==> src/rtl/cs_window_ctrl_if.sv <==
// ============================================================================
//  Module  : cs_window_ctrl_if
//  Brief   : Sample/enable bundle between the CS datapath and its sequencer.
//            The flush signal exists only when CS_CTRL_FLUSH_EN is defined.
//  Rev     : 1.0  initial release
// ============================================================================
`default_nettype none

interface cs_window_ctrl_if;
  logic       x_vld;
`ifdef CS_CTRL_FLUSH_EN
  logic       flush;
`endif
  logic       buf_we;
  logic [3:0] buf_waddr;
  logic       sum_add_en;
  logic       sum_sub_en;
  logic       calc_en;
  logic       y_vld;
  logic [3:0] fill_cnt;
  logic [1:0] state;

`ifdef CS_CTRL_FLUSH_EN
  modport master (
    output x_vld, flush,
    input  buf_we, buf_waddr, sum_add_en, sum_sub_en, calc_en, y_vld,
           fill_cnt, state
  );
  modport slave (
    input  x_vld, flush,
    output buf_we, buf_waddr, sum_add_en, sum_sub_en, calc_en, y_vld,
           fill_cnt, state
  );
`else
  modport master (
    output x_vld,
    input  buf_we, buf_waddr, sum_add_en, sum_sub_en, calc_en, y_vld,
           fill_cnt, state
  );
  modport slave (
    input  x_vld,
    output buf_we, buf_waddr, sum_add_en, sum_sub_en, calc_en, y_vld,
           fill_cnt, state
  );
`endif
endinterface

`default_nettype wire

==> src/rtl/cs_window_ctrl.sv <==
// ============================================================================
//  Module  : cs_window_ctrl
//  Brief   : Sliding-window sequencer: write pointer, fill level, sum enables
//            and pipeline-aligned result strobe. Optional CS_CTRL_FLUSH_EN.
//  Rev     : 1.0  initial release
// ============================================================================
`default_nettype none

module cs_window_ctrl #(
  parameter int WIN  = 9,
  parameter int PIPE = 1
) (
  input  logic             clk,
  input  logic             reset,
  cs_window_ctrl_if.slave  bus
);

  typedef enum logic [1:0] {
    ST_EMPTY = 2'd0,
    ST_FILL  = 2'd1,
    ST_FULL  = 2'd2
  } state_t;

  localparam logic [3:0] C_WIN  = 4'(WIN);
  localparam logic [3:0] C_LAST = 4'(WIN - 1);

  state_t            state_q,    state_d;
  logic [3:0]        wr_ptr_q,   wr_ptr_d;
  logic [3:0]        fill_cnt_q, fill_cnt_d;
  logic [PIPE-1:0]   vld_sr_q,   vld_sr_d;

  logic              clr;
  logic              accept;
  logic              calc;

`ifdef CS_CTRL_FLUSH_EN
  assign clr = bus.flush;
`else
  assign clr = 1'b0;
`endif

  // Reset gates the enables so every output reads 0 while reset is held.
  assign accept = bus.x_vld & ~clr & ~reset;
  assign calc   = accept & ((state_q == ST_FULL) |
                            ((state_q == ST_FILL) & (fill_cnt_q == C_LAST)));

  always_comb begin
    state_d    = state_q;
    wr_ptr_d   = wr_ptr_q;
    fill_cnt_d = fill_cnt_q;
    vld_sr_d   = vld_sr_q;
    vld_sr_d[0] = calc;
    for (int i = 1; i < PIPE; i++) begin
      vld_sr_d[i] = vld_sr_q[i-1];
    end

    if (clr) begin
      state_d    = ST_EMPTY;
      wr_ptr_d   = 4'd0;
      fill_cnt_d = 4'd0;
      vld_sr_d   = '0;
    end else if (accept) begin
      wr_ptr_d = (wr_ptr_q == C_LAST) ? 4'd0 : wr_ptr_q + 4'd1;
      if (fill_cnt_q != C_WIN) begin
        fill_cnt_d = fill_cnt_q + 4'd1;
      end
      case (state_q)
        ST_EMPTY: state_d = ST_FILL;
        ST_FILL:  if (fill_cnt_q == C_LAST) state_d = ST_FULL;
        ST_FULL:  state_d = ST_FULL;
        default:  state_d = ST_EMPTY;
      endcase
    end
  end

  always_ff @(posedge clk or posedge reset) begin
    if (reset) begin
      state_q    <= ST_EMPTY;
      wr_ptr_q   <= 4'd0;
      fill_cnt_q <= 4'd0;
      vld_sr_q   <= '0;
    end else begin
      state_q    <= state_d;
      wr_ptr_q   <= wr_ptr_d;
      fill_cnt_q <= fill_cnt_d;
      vld_sr_q   <= vld_sr_d;
    end
  end

  assign bus.buf_we     = accept;
  assign bus.sum_add_en = accept;
  assign bus.buf_waddr  = wr_ptr_q;
  assign bus.sum_sub_en = accept & (state_q == ST_FULL);
  assign bus.calc_en    = calc;
  assign bus.y_vld      = vld_sr_q[PIPE-1];
  assign bus.fill_cnt   = fill_cnt_q;
  assign bus.state      = state_q;

endmodule

`default_nettype wire

==> src/flat_wrapper.sv <==
// flat-port wrapper written by rule: the top's interface ports become plain ports
module cs_window_ctrl_flat 
#(
  parameter int WIN  = 9,
  parameter int PIPE = 1
)
  (clk, reset, bus_x_vld, bus_buf_we, bus_buf_waddr, bus_sum_add_en, bus_sum_sub_en, bus_calc_en, bus_y_vld, bus_fill_cnt, bus_state);
  cs_window_ctrl_if bus_i ();
  input  logic clk;
  input  logic reset;
  input wire logic [$bits(bus_i.x_vld)-1:0] bus_x_vld;
  output wire logic [$bits(bus_i.buf_we)-1:0] bus_buf_we;
  output wire logic [$bits(bus_i.buf_waddr)-1:0] bus_buf_waddr;
  output wire logic [$bits(bus_i.sum_add_en)-1:0] bus_sum_add_en;
  output wire logic [$bits(bus_i.sum_sub_en)-1:0] bus_sum_sub_en;
  output wire logic [$bits(bus_i.calc_en)-1:0] bus_calc_en;
  output wire logic [$bits(bus_i.y_vld)-1:0] bus_y_vld;
  output wire logic [$bits(bus_i.fill_cnt)-1:0] bus_fill_cnt;
  output wire logic [$bits(bus_i.state)-1:0] bus_state;
  assign bus_i.x_vld = bus_x_vld;
  assign bus_buf_we = bus_i.buf_we;
  assign bus_buf_waddr = bus_i.buf_waddr;
  assign bus_sum_add_en = bus_i.sum_add_en;
  assign bus_sum_sub_en = bus_i.sum_sub_en;
  assign bus_calc_en = bus_i.calc_en;
  assign bus_y_vld = bus_i.y_vld;
  assign bus_fill_cnt = bus_i.fill_cnt;
  assign bus_state = bus_i.state;
  cs_window_ctrl #(.WIN(WIN), .PIPE(PIPE)) u_core (.clk(clk), .reset(reset), .bus(bus_i));
endmodule
==> config.mk <==
export PLATFORM = sky130hd
export DESIGN_NAME = cs_window_ctrl_flat
export DESIGN_NICKNAME = d
export VERILOG_FILES = /design/src/rtl/cs_window_ctrl_if.sv /design/src/rtl/cs_window_ctrl.sv /design/src/flat_wrapper.sv
export SDC_FILE = /design/constraint.sdc
export NUM_CORES = 1
export LEC_CHECK = 0
export ABC_AREA = 1
export CAP_MARGIN = 20
export CORE_AREA = 2 2 40 42
export CTS_BUF_LIST = sky130_fd_sc_hd__clkbuf_4
export CTS_CLUSTER_DIAMETER = 60
export DETAILED_ROUTE_END_ITERATION = 12
export DIE_AREA = 0 0 42 44
export PLACE_DENSITY = 0.8
export SLEW_MARGIN = 10
export SYNTH_ARGS = -nofsm -noshare
export SYNTH_HDL_FRONTEND = slang
export SYNTH_SLANG_ARGS = --single-unit
==> constraint.sdc <==
create_clock -name clk -period 2 [get_ports clk]
set_clock_uncertainty 0.15 [all_clocks]
set_input_delay 0.3 -clock clk [delete_from_list [all_inputs] [get_ports clk]]
set_output_delay 0.3 -clock clk [all_outputs]
set_load 0.02 [all_outputs]
==> impl_metrics.csv, run 1 <==
group,metric,value,unit
status,run_status,"finished clean",
clocking,cts_tree,"yes",
cells_and_area,instances_no_fill,122,
yosys,syn_area,674.4,um^2
sta,fin_crit,1909,ps
sta,max_freq,0.5239,GHz
sta,max-slew-margin-rel,72.37,%
cells_and_area,diodes,0,
cells_and_area,utilization,63.76,%
global_routing,grt_pass1_wl,2180,um
detailed_routing,wl_per_cell,10.34,um
yosys,synth_cells,82,
clocking,post-cts-setup-buffers,0,
detailed_routing,wl,1261,um
detailed_routing,wl_met3,71,um
detailed_routing,ant_nets,0,
detailed_routing,highest_layer,"met4",
place,io_buffers,17,
place,gp_congestion,0.7943,
power_and_ir_drop,finalPower,1.298,mW
cells_and_area,fin_nets,118,
critical_path,crit_path_end_kind,"primary output",
detailed_routing,drc_errors,0,
detailed_routing,avgViaCountPerCell,4.803,
sta,setup_violations,0,
detailed_routing,drtPass1Iterations,4,
place,dp_worst_setup_slack,-215.6,ps
die,die-area,1848,um^2
die,io_pins,18,
detailed_routing,drt-met1-wl,521,um
critical_path,start_kind,"input port",
global_routing,antenna_found_initial,0,
die,die_w,42,um
place,post_dp_cell_area,883.3,um^2
flow_run,max_cap_viol_count,0,
sta,layout_setup_ws,91.22,ps
clocking,clkLatencyLatePin,270,ps
cells_and_area,final_cell_mix,"nand2_1 (23), clkdlybuf4s50_1 (13), inv_1 (12), dfrtp_1 (11), ha_1 (8)",
die,chipHeight,44,um
power_and_ir_drop,power_leakage,0.4815,nW
global_routing,grt_pass1_vias,551,
die,placementRows,14,
yosys,seq_area_frac_synth,40.82,%
clocking,clk_path_buf_depth,2,
detailed_routing,num_vias,586,
clocking,path_clk_slew,70,ps
hold_path,holdCritPathClass,"in2async",
sta,final_hold_viol_count,0,
yosys,ys_warn_count,0,
critical_path,cp_max_fo,11,
place,hpwlAfterDp,1000,um
power_and_ir_drop,ir_worst_vdd,0.0007551,V
yosys,ys_ff_latch,11,
clocking,cts.sinks,11,
die,start_util,47.53,%
clocking,cts_max_level,1,
sta,worst_pin_slew,413.9,ps
detailed_routing,met2_length,649,um
clocking,cts-root-buf,"clkbuf_4",
cells_and_area,stdcell_area,904.6,um^2
sta,holdWs,249.1,ps
critical_path,path_class,"in2out",
yosys,ys_types,19,
sta,tns,0,ps
critical_path,cp_data_arrival_time,1460,ps
power_and_ir_drop,power_density,1435,nW/um^2
sta,drv_slew,0,
global_routing,grt_max_degree,12,
die,core-area,1419,um^2
sta,fin_crit_sh,95.44,%
cells_and_area,drive_above_1_share,16.04,%
global_routing,grt_util_all_layers,16.18,%
detailed_routing,drt_iter0_drc,5,
yosys,syn_nets,93,
cells_and_area,layout_commonest_cell,"nand2_1",
cells_and_area,fill_cells,128,
sta,rsz0062_at_grt,"no",
critical_path,required,1550,ps
yosys,postSynthAreaPerCell,8.224,um^2
place,dp_cells,118,
clocking,cts_buffers,3,
cells_and_area,area_growth,34.14,%
global_routing,grt_overflow,0,
critical_path,reg2reg_depth,5,
==> sequential cells by signal, indices dropped and copies added (netlist names) <==
name	flops
u_core.bus.state	2
u_core.bus.y_vld	1
u_core.bus.buf_waddr	4
u_core.bus.fill_cnt	4
==> layer usage <==
metal | vias up | GRT usage [%]
li1 | 301 | -
met1 | 268 | 17.06
met2 | 13 | 29.38
met3 | 4 | 6.250
met4 | 0 | 5.806
met5 | - | 0
==> final cells by class <==
class	instances	area, um^2	share of cell area, %
inverter	15	56.30	6.224
clock buffer	4	30.03	3.320
timing repair buffer	22	198.9	21.99
sequential	11	275.3	30.43
multi-input combinational	54	324.1	35.82
tap	16	20.02	2.213
==> cell families (layout without fill, tap and decap cells) <==
family / count (synthesis) / in the layout / synth area share [%]
buffers and inverters: 17 / 41 / 11.13
DFF: 11 / 11 / 40.82
and+or+nand+nor: 39 / 39 / 25.79
AOI/OAI and AO/OA: 5 / 5 / 4.822
adders and majority gates: 8 / 8 / 14.84
xor gates and xnor gates: 2 / 2 / 2.598
==> worst max-delay path, stage by stage <==
cell             delay, ps
clkdlybuf4s50_1        450
inv_1                   60
nor2_4                 120
buf_4                  190
dlygate4sd2_1          340
==> synthesized netlist by cell type <==
| cell type | count | area, um^2 |
|---|---|---|
| inv_2 | 3 | 11.26 |
| xnor2_1 | 1 | 8.760 |
| inv_1 | 12 | 45.04 |
| xor2_1 | 1 | 8.760 |
| o21ai_1 | 1 | 5.000 |
| buf_6 | 1 | 11.26 |
| o22ai_2 | 1 | 12.51 |
| ha_1 | 8 | 100.1 |
| dfrtp_1 | 11 | 275.3 |
| nand2_2 | 1 | 6.260 |
| nand3_2 | 1 | 10.01 |
| nor2_1 | 5 | 18.77 |
| a21oi_1 | 1 | 5.000 |
| o21ai_0 | 2 | 10.01 |
| nand2_1 | 23 | 86.33 |
| nand4_1 | 1 | 6.260 |
| nor2_4 | 1 | 11.26 |
| buf_4 | 1 | 7.510 |
| nand3_1 | 7 | 35.03 |
==> power breakdown <==
part	internal, mW	switching (mW)
logic	0.335	0.399
registers	0.317	0.0799
clock network	0.0909	0.0771
total	0.742	0.556
==> timing repair <==
action                     in CTS  in global routing
hold buffers                    0                  0
pin swaps                       0                  0
hold endpoints to repair        0                  0
setup endpoints to repair       4                  1
gates resized for setup         4                  2
==> final timing paths <==
| check | from | end | slack (ps) |
|---|---|---|---|
| min in group clk | u_core.bus.state[1]$_DFFE_PP0P_ | u_core.bus.state[1]$_DFFE_PP0P_ | 380 |
| max in group asynchronous | reset | u_core.bus.state[1]$_DFFE_PP0P_ | 1160 |
| hold / removal | reset | u_core.bus.buf_waddr[2]$_DFFE_PP0P_ | 250 |
| setup reg to reg | u_core.bus.fill_cnt[0]$_DFFE_PP0P_ | u_core.bus.fill_cnt[0]$_DFFE_PP0P_ | 630 |
| hold reg to reg | u_core.bus.state[1]$_DFFE_PP0P_ | u_core.bus.state[1]$_DFFE_PP0P_ | 380 |
| setup / recovery | bus_x_vld | bus_buf_we | 90 |
Note: power is estimated with default switching activity, not from simulation.
==> inputs of run 2 (changes only) <==
Settings changed: CORE_AREA 2 2 40 42 to 2 2 39 41, DIE_AREA 0 0 42 44 to 0 0 41 43, DONT_BUFFER_PORTS set to 1, PLACE_DENSITY 0.8 to 0.67.
==> run 2 against run 1 <==
  * Worst hold slack worse by 150 ps
  * Non-clock buffer count fell by 19
  * Critical path type is now reg2out
  * Power decreased by 16%
  * Clock-buffer cell count stayed put
  * Sequential share of layout area up 6.9 points
  * Die area fell by 4.6%
  * Critical path depth decreased by 1
==> impl_metrics.csv, run 2 (synthesized netlist as in run 1, its figures left out) <==
group,metric,value,unit
status,run_status,"finished clean",
sta,layout_setup_ws,137.0,ps
power_and_ir_drop,power_density,1469,nW/um^2
clocking,cts_buffers,3,
place,gp_congestion,0.7477,
clocking,cts-root-buf,"clkbuf_4",
die,chipHeight,43,um
global_routing,antenna_found_initial,0,
power_and_ir_drop,p_int,0.5570,mW
cells_and_area,utilization,53.35,%
power_and_ir_drop,finalPower,1.085,mW
clocking,clk_path_buf_depth,2,
die,die_w,41,um
die,core-area,1384,um^2
critical_path,cp_data_arrival_time,1410,ps
sta,fin_crit,1863,ps
clocking,path_clk_slew,70,ps
hold_path,holdCritPathClass,"in2reg",
critical_path,crit_path_end_kind,"primary output",
clocking,cts_max_level,1,
place,io_buffers,0,
detailed_routing,wl_per_cell,11.04,um
sta,holdWs,97.96,ps
critical_path,path_buf_inv,1,
detailed_routing,avgViaCountPerCell,4.913,
global_routing,grt_util_all_layers,16.60,%
critical_path,cp_max_fo,6,
detailed_routing,drtPass1Iterations,3,
cells_and_area,final_cell_mix,"nand2_1 (23), inv_1 (12), dfrtp_1 (11), ha_1 (8), nand3_1 (7)",
flow_run,max_cap_viol_count,0,
global_routing,grt_pass1_vias,465,
detailed_routing,ant_nets,0,
clocking,clkLatencyLatePin,280,ps
sta,tns,0,ps
clocking,cts.sinks,11,
sta,max_freq,0.5368,GHz
critical_path,cpLargestDelayFamily,"flip-flops",
die,placementRows,14,
sta,final_hold_viol_count,0,
cells_and_area,area_growth,9.462,%
sta,fin_crit_sh,93.15,%
critical_path,cpPeakStageDelay,500,ps
sta,max-slew-margin-rel,72.37,%
power_and_ir_drop,sequentialPowerShare,48.9,%
global_routing,grt_overflow,0,
power_and_ir_drop,p_clk_share,15.7,%
cells_and_area,diodes,0,
power_and_ir_drop,pwr-share-comb,35.4,%
sta,rsz0062_at_grt,"no",
critical_path,start_kind,"register",
place,hpwlAfterDp,857.6,um
sta,worst_pin_slew,414.0,ps
critical_path,critical_path.slowest_cell,"dfrtp_1",
clocking,post-cts-setup-buffers,0,
power_and_ir_drop,p_sw,0.5275,mW
power_and_ir_drop,ir_worst_vdd,0.0007755,V
die,io_pins,18,
sta,setup_violations,0,
detailed_routing,drc_errors,0,
global_routing,grt_max_degree,16,
cells_and_area,fin_nets,99,
die,die-area,1763,um^2
detailed_routing,drt_iter0_drc,4,
global_routing,grt_pass1_wl,1863,um
die,start_util,48.73,%
power_and_ir_drop,switching_share,48.64,%
detailed_routing,num_vias,506,
sta,drv_slew,0,
critical_path,cp_cell_sequence,"inv_1, ha_1, nand3_2, o22ai_4",
detailed_routing,wl,1137,um
cells_and_area,drive_above_1_share,14.94,%
place,dp_worst_setup_slack,390.3,ps
critical_path,required,1550,ps
power_and_ir_drop,power_leakage,0.3955,nW
critical_path,path_class,"reg2out",
cells_and_area,layout_commonest_cell,"nand2_1",
clocking,cts_tree,"yes",
## run 2: per-layer routing
metal  global-route usage (%)  wire, um  vias up
met5                        0         0        -
met4                    14.00        44        0
met3                    3.665        59        5
met2                    25.31       544       10
met1                    18.18       489      232
li1                         -         -      259
## run 2: worst paths after layout
path | from | endpoint | slack (ps) | depth (start not counted)
setup reg to reg | u_core.bus.fill_cnt[1]$_DFFE_PP0P_ | u_core.bus.state[1]$_DFFE_PP0P_ | 520 | 7
setup / recovery | u_core.bus.fill_cnt[1]$_DFFE_PP0P_ | bus_calc_en | 140 | 4
hold reg to reg | u_core.bus.fill_cnt[0]$_DFFE_PP0P_ | u_core.bus.fill_cnt[0]$_DFFE_PP0P_ | 440 | 2
min in group asynchronous | reset | u_core.bus.state[0]$_DFFE_PP0P_ | 300 | 2
max in group asynchronous | reset | u_core.bus.y_vld$_DFF_PP0_ | 1110 | 2
hold / removal | reset | u_core.bus.buf_waddr[1]$_DFFE_PP0P_ | 100 | 3
## run 2: power groups by stage
stage                     clock network [mW]  logic [mW]  registers (mW)
final                                  0.170       0.384           0.530
after global placement                     0       0.367           0.531
after floorplan                            0       0.288           0.533
after CTS                              0.176       0.382           0.532
after detailed placement                   0       0.378           0.537
after global routing                   0.187       0.457           0.551
## run 2: through the flow
| stage | cells | area, um^2 |
|---|---|---|
| 2_1_floorplan | 82 | 674.4 |
| 3_3_place_gp | 98 | 690.7 |
| 3_5_place_dp | 98 | 690.7 |
| 4_1_cts | 103 | 730.7 |
| 5_1_grt | 103 | 738.2 |
| 6_report | 103 | 738.2 |
## run 2: tightest hold or removal path: stages
cell	delay [ps]
nor2_4	60
nand2_1	60
o21ai_0	60
## run 2: cell type report
class | instances | area, um^2
multi-input cells | 54 | 331.6
flip-flops and latches | 11 | 275.3
inverters | 15 | 56.30
fillers | 141 | 645.6
well taps | 16 | 20.02
repair buffers | 3 | 25.02
clock buffers | 4 | 30.03
## run 2: repair_timing
action                     CTS  global route
gates resized for setup      0             1
hold buffers                 1             0
setup endpoints to repair    0             1
hold endpoints to repair    11             0
==> inputs of run 3 (changes only) <==
Settings changed: MAX_ROUTING_LAYER set to met4.
==> run 3 against run 2 <==
  * Design area did not move
  * Die area did not move
  * Combinational power barely moved
  * First-iteration DRC count did not move
  * Critical path type unchanged
==> impl_metrics.csv, run 3 (synthesized netlist as in run 1, its figures left out) <==
group,metric,value,unit
power_and_ir_drop,p_clk_share,15.7,%
power_and_ir_drop,sequentialPowerShare,48.9,%
sta,fin_crit_sh,93.12,%
flow_run,max_cap_viol_count,0,
status,run_status,"finished clean",
place,dp_worst_setup_slack,390.3,ps
critical_path,cp_max_fo,6,
critical_path,path_class,"reg2out",
detailed_routing,drc_errors,0,
global_routing,grt_overflow,0,
die,chipHeight,43,um
sta,max_freq,0.5370,GHz
die,start_util,48.73,%
critical_path,required,1550,ps
place,io_buffers,0,
sta,max-slew-margin-rel,72.37,%
die,io_pins,18,
clocking,clk_path_buf_depth,2,
critical_path,cp_data_arrival_time,1410,ps
place,hpwlAfterDp,857.6,um
cells_and_area,fin_nets,99,
sta,rsz0062_at_grt,"no",
clocking,cts_tree,"yes",
die,die_w,41,um
sta,tns,0,ps
detailed_routing,avgViaCountPerCell,4.913,
critical_path,start_kind,"register",
sta,final_hold_viol_count,0,
clocking,cts.sinks,11,
detailed_routing,wl,1137,um
power_and_ir_drop,finalPower,1.085,mW
sta,layout_setup_ws,137.6,ps
global_routing,antenna_found_initial,0,
detailed_routing,num_vias,506,
power_and_ir_drop,p_int,0.5570,mW
sta,fin_crit,1862,ps
detailed_routing,drtPass1Iterations,3,
sta,setup_violations,0,
power_and_ir_drop,ir_worst_vdd,0.0007751,V
global_routing,grt_pass1_vias,465,
sta,drv_slew,0,
clocking,cts_max_level,1,
global_routing,grt_util_all_layers,17.01,%
clocking,clkLatencyLatePin,280,ps
global_routing,grt_pass1_wl,1869,um
cells_and_area,drive_above_1_share,14.94,%
power_and_ir_drop,p_sw,0.5276,mW
die,core-area,1384,um^2
die,die-area,1763,um^2
place,gp_congestion,0.7572,
cells_and_area,final_cell_mix,"nand2_1 (23), inv_1 (12), dfrtp_1 (11), ha_1 (8), nand3_1 (7)",
critical_path,crit_path_end_kind,"primary output",
power_and_ir_drop,power_density,1469,nW/um^2
detailed_routing,wl_per_cell,11.04,um
detailed_routing,ant_nets,0,
cells_and_area,layout_commonest_cell,"nand2_1",
clocking,cts_buffers,3,
cells_and_area,fill_cells,141,
power_and_ir_drop,switching_share,48.64,%
cells_and_area,area_growth,9.462,%
sta,worst_pin_slew,414.0,ps
clocking,cts-root-buf,"clkbuf_4",
die,placementRows,14,
clocking,path_clk_slew,70,ps
detailed_routing,drt_iter0_drc,4,
hold_path,holdCritPathClass,"in2reg",
global_routing,grt_max_degree,16,
clocking,post-cts-setup-buffers,0,
power_and_ir_drop,pwr-share-comb,35.4,%
power_and_ir_drop,power_leakage,0.3955,nW
cells_and_area,diodes,0,
[run 3: layout make-up]
type	count	area (um^2)	share of cell area, %
Sequential cell	11	275.3	37.29
Inverter	15	56.30	7.627
Tap cell	16	20.02	2.712
Clock buffer	4	30.03	4.068
Timing Repair Buffer	3	25.02	3.390
Multi-Input combinational cell	54	331.6	44.92
[run 3: worst paths after layout]
path,start,endpoint,slack [ps],cells past startpoint
setup reg to reg,u_core.bus.fill_cnt[1]$_DFFE_PP0P_,u_core.bus.state[1]$_DFFE_PP0P_,530,7
hold reg to reg,u_core.bus.fill_cnt[0]$_DFFE_PP0P_,u_core.bus.fill_cnt[0]$_DFFE_PP0P_,440,2
setup / recovery,u_core.bus.fill_cnt[1]$_DFFE_PP0P_,bus_calc_en,140,4
min in group asynchronous,reset,u_core.bus.state[0]$_DFFE_PP0P_,300,2
max in group asynchronous,reset,u_core.bus.y_vld$_DFF_PP0_,1110,2
hold / removal,reset,u_core.bus.buf_waddr[1]$_DFFE_PP0P_,100,3
[run 3: critical path, stage by stage, from the launching register on]
cell and delay, ps:
dfrtp_1 500, inv_1 130, ha_1 160, nand3_2 110, o22ai_4 240
[run 3: timing repair]
item                                   4_1_cts  5_1_grt
resized for setup                            0        1
hold buffers                                 1        0
setup endpoints to repair                    0        1
endpoints found under the hold margin       11        0
[run 3: metrics by stage]
| step | instances | hold WS, ps | cell area [um^2] | util (%) |
|---|---|---|---|---|
| floorplan | 82 | 2.438 | 674.4 | - |
| global placement | 98 | 63.39 | 690.7 | 49.91 |
| detailed placement | 98 | 66.07 | 690.7 | 49.91 |
| CTS | 103 | 102.3 | 730.7 | 52.80 |
| global route | 103 | 121.6 | 738.2 | 53.35 |
| finish | 103 | 97.61 | 738.2 | 53.35 |
[run 3: power groups by stage]
stage	Combinational (mW)	Clock, mW	Sequential (mW)
after CTS	0.382	0.176	0.532
final	0.384	0.170	0.530
after global routing	0.457	0.187	0.551
after global placement	0.367	0	0.531
after floorplan	0.288	0	0.533
after detailed placement	0.378	0	0.537
[run 3: per-layer routing]
layer	vias up	wire, um	track usage (%)
li1	259	-	-
met1	232	489	18.18
met2	10	544	25.31
met3	5	59	3.665
met5	-	0	-
met4	0	44	14.00
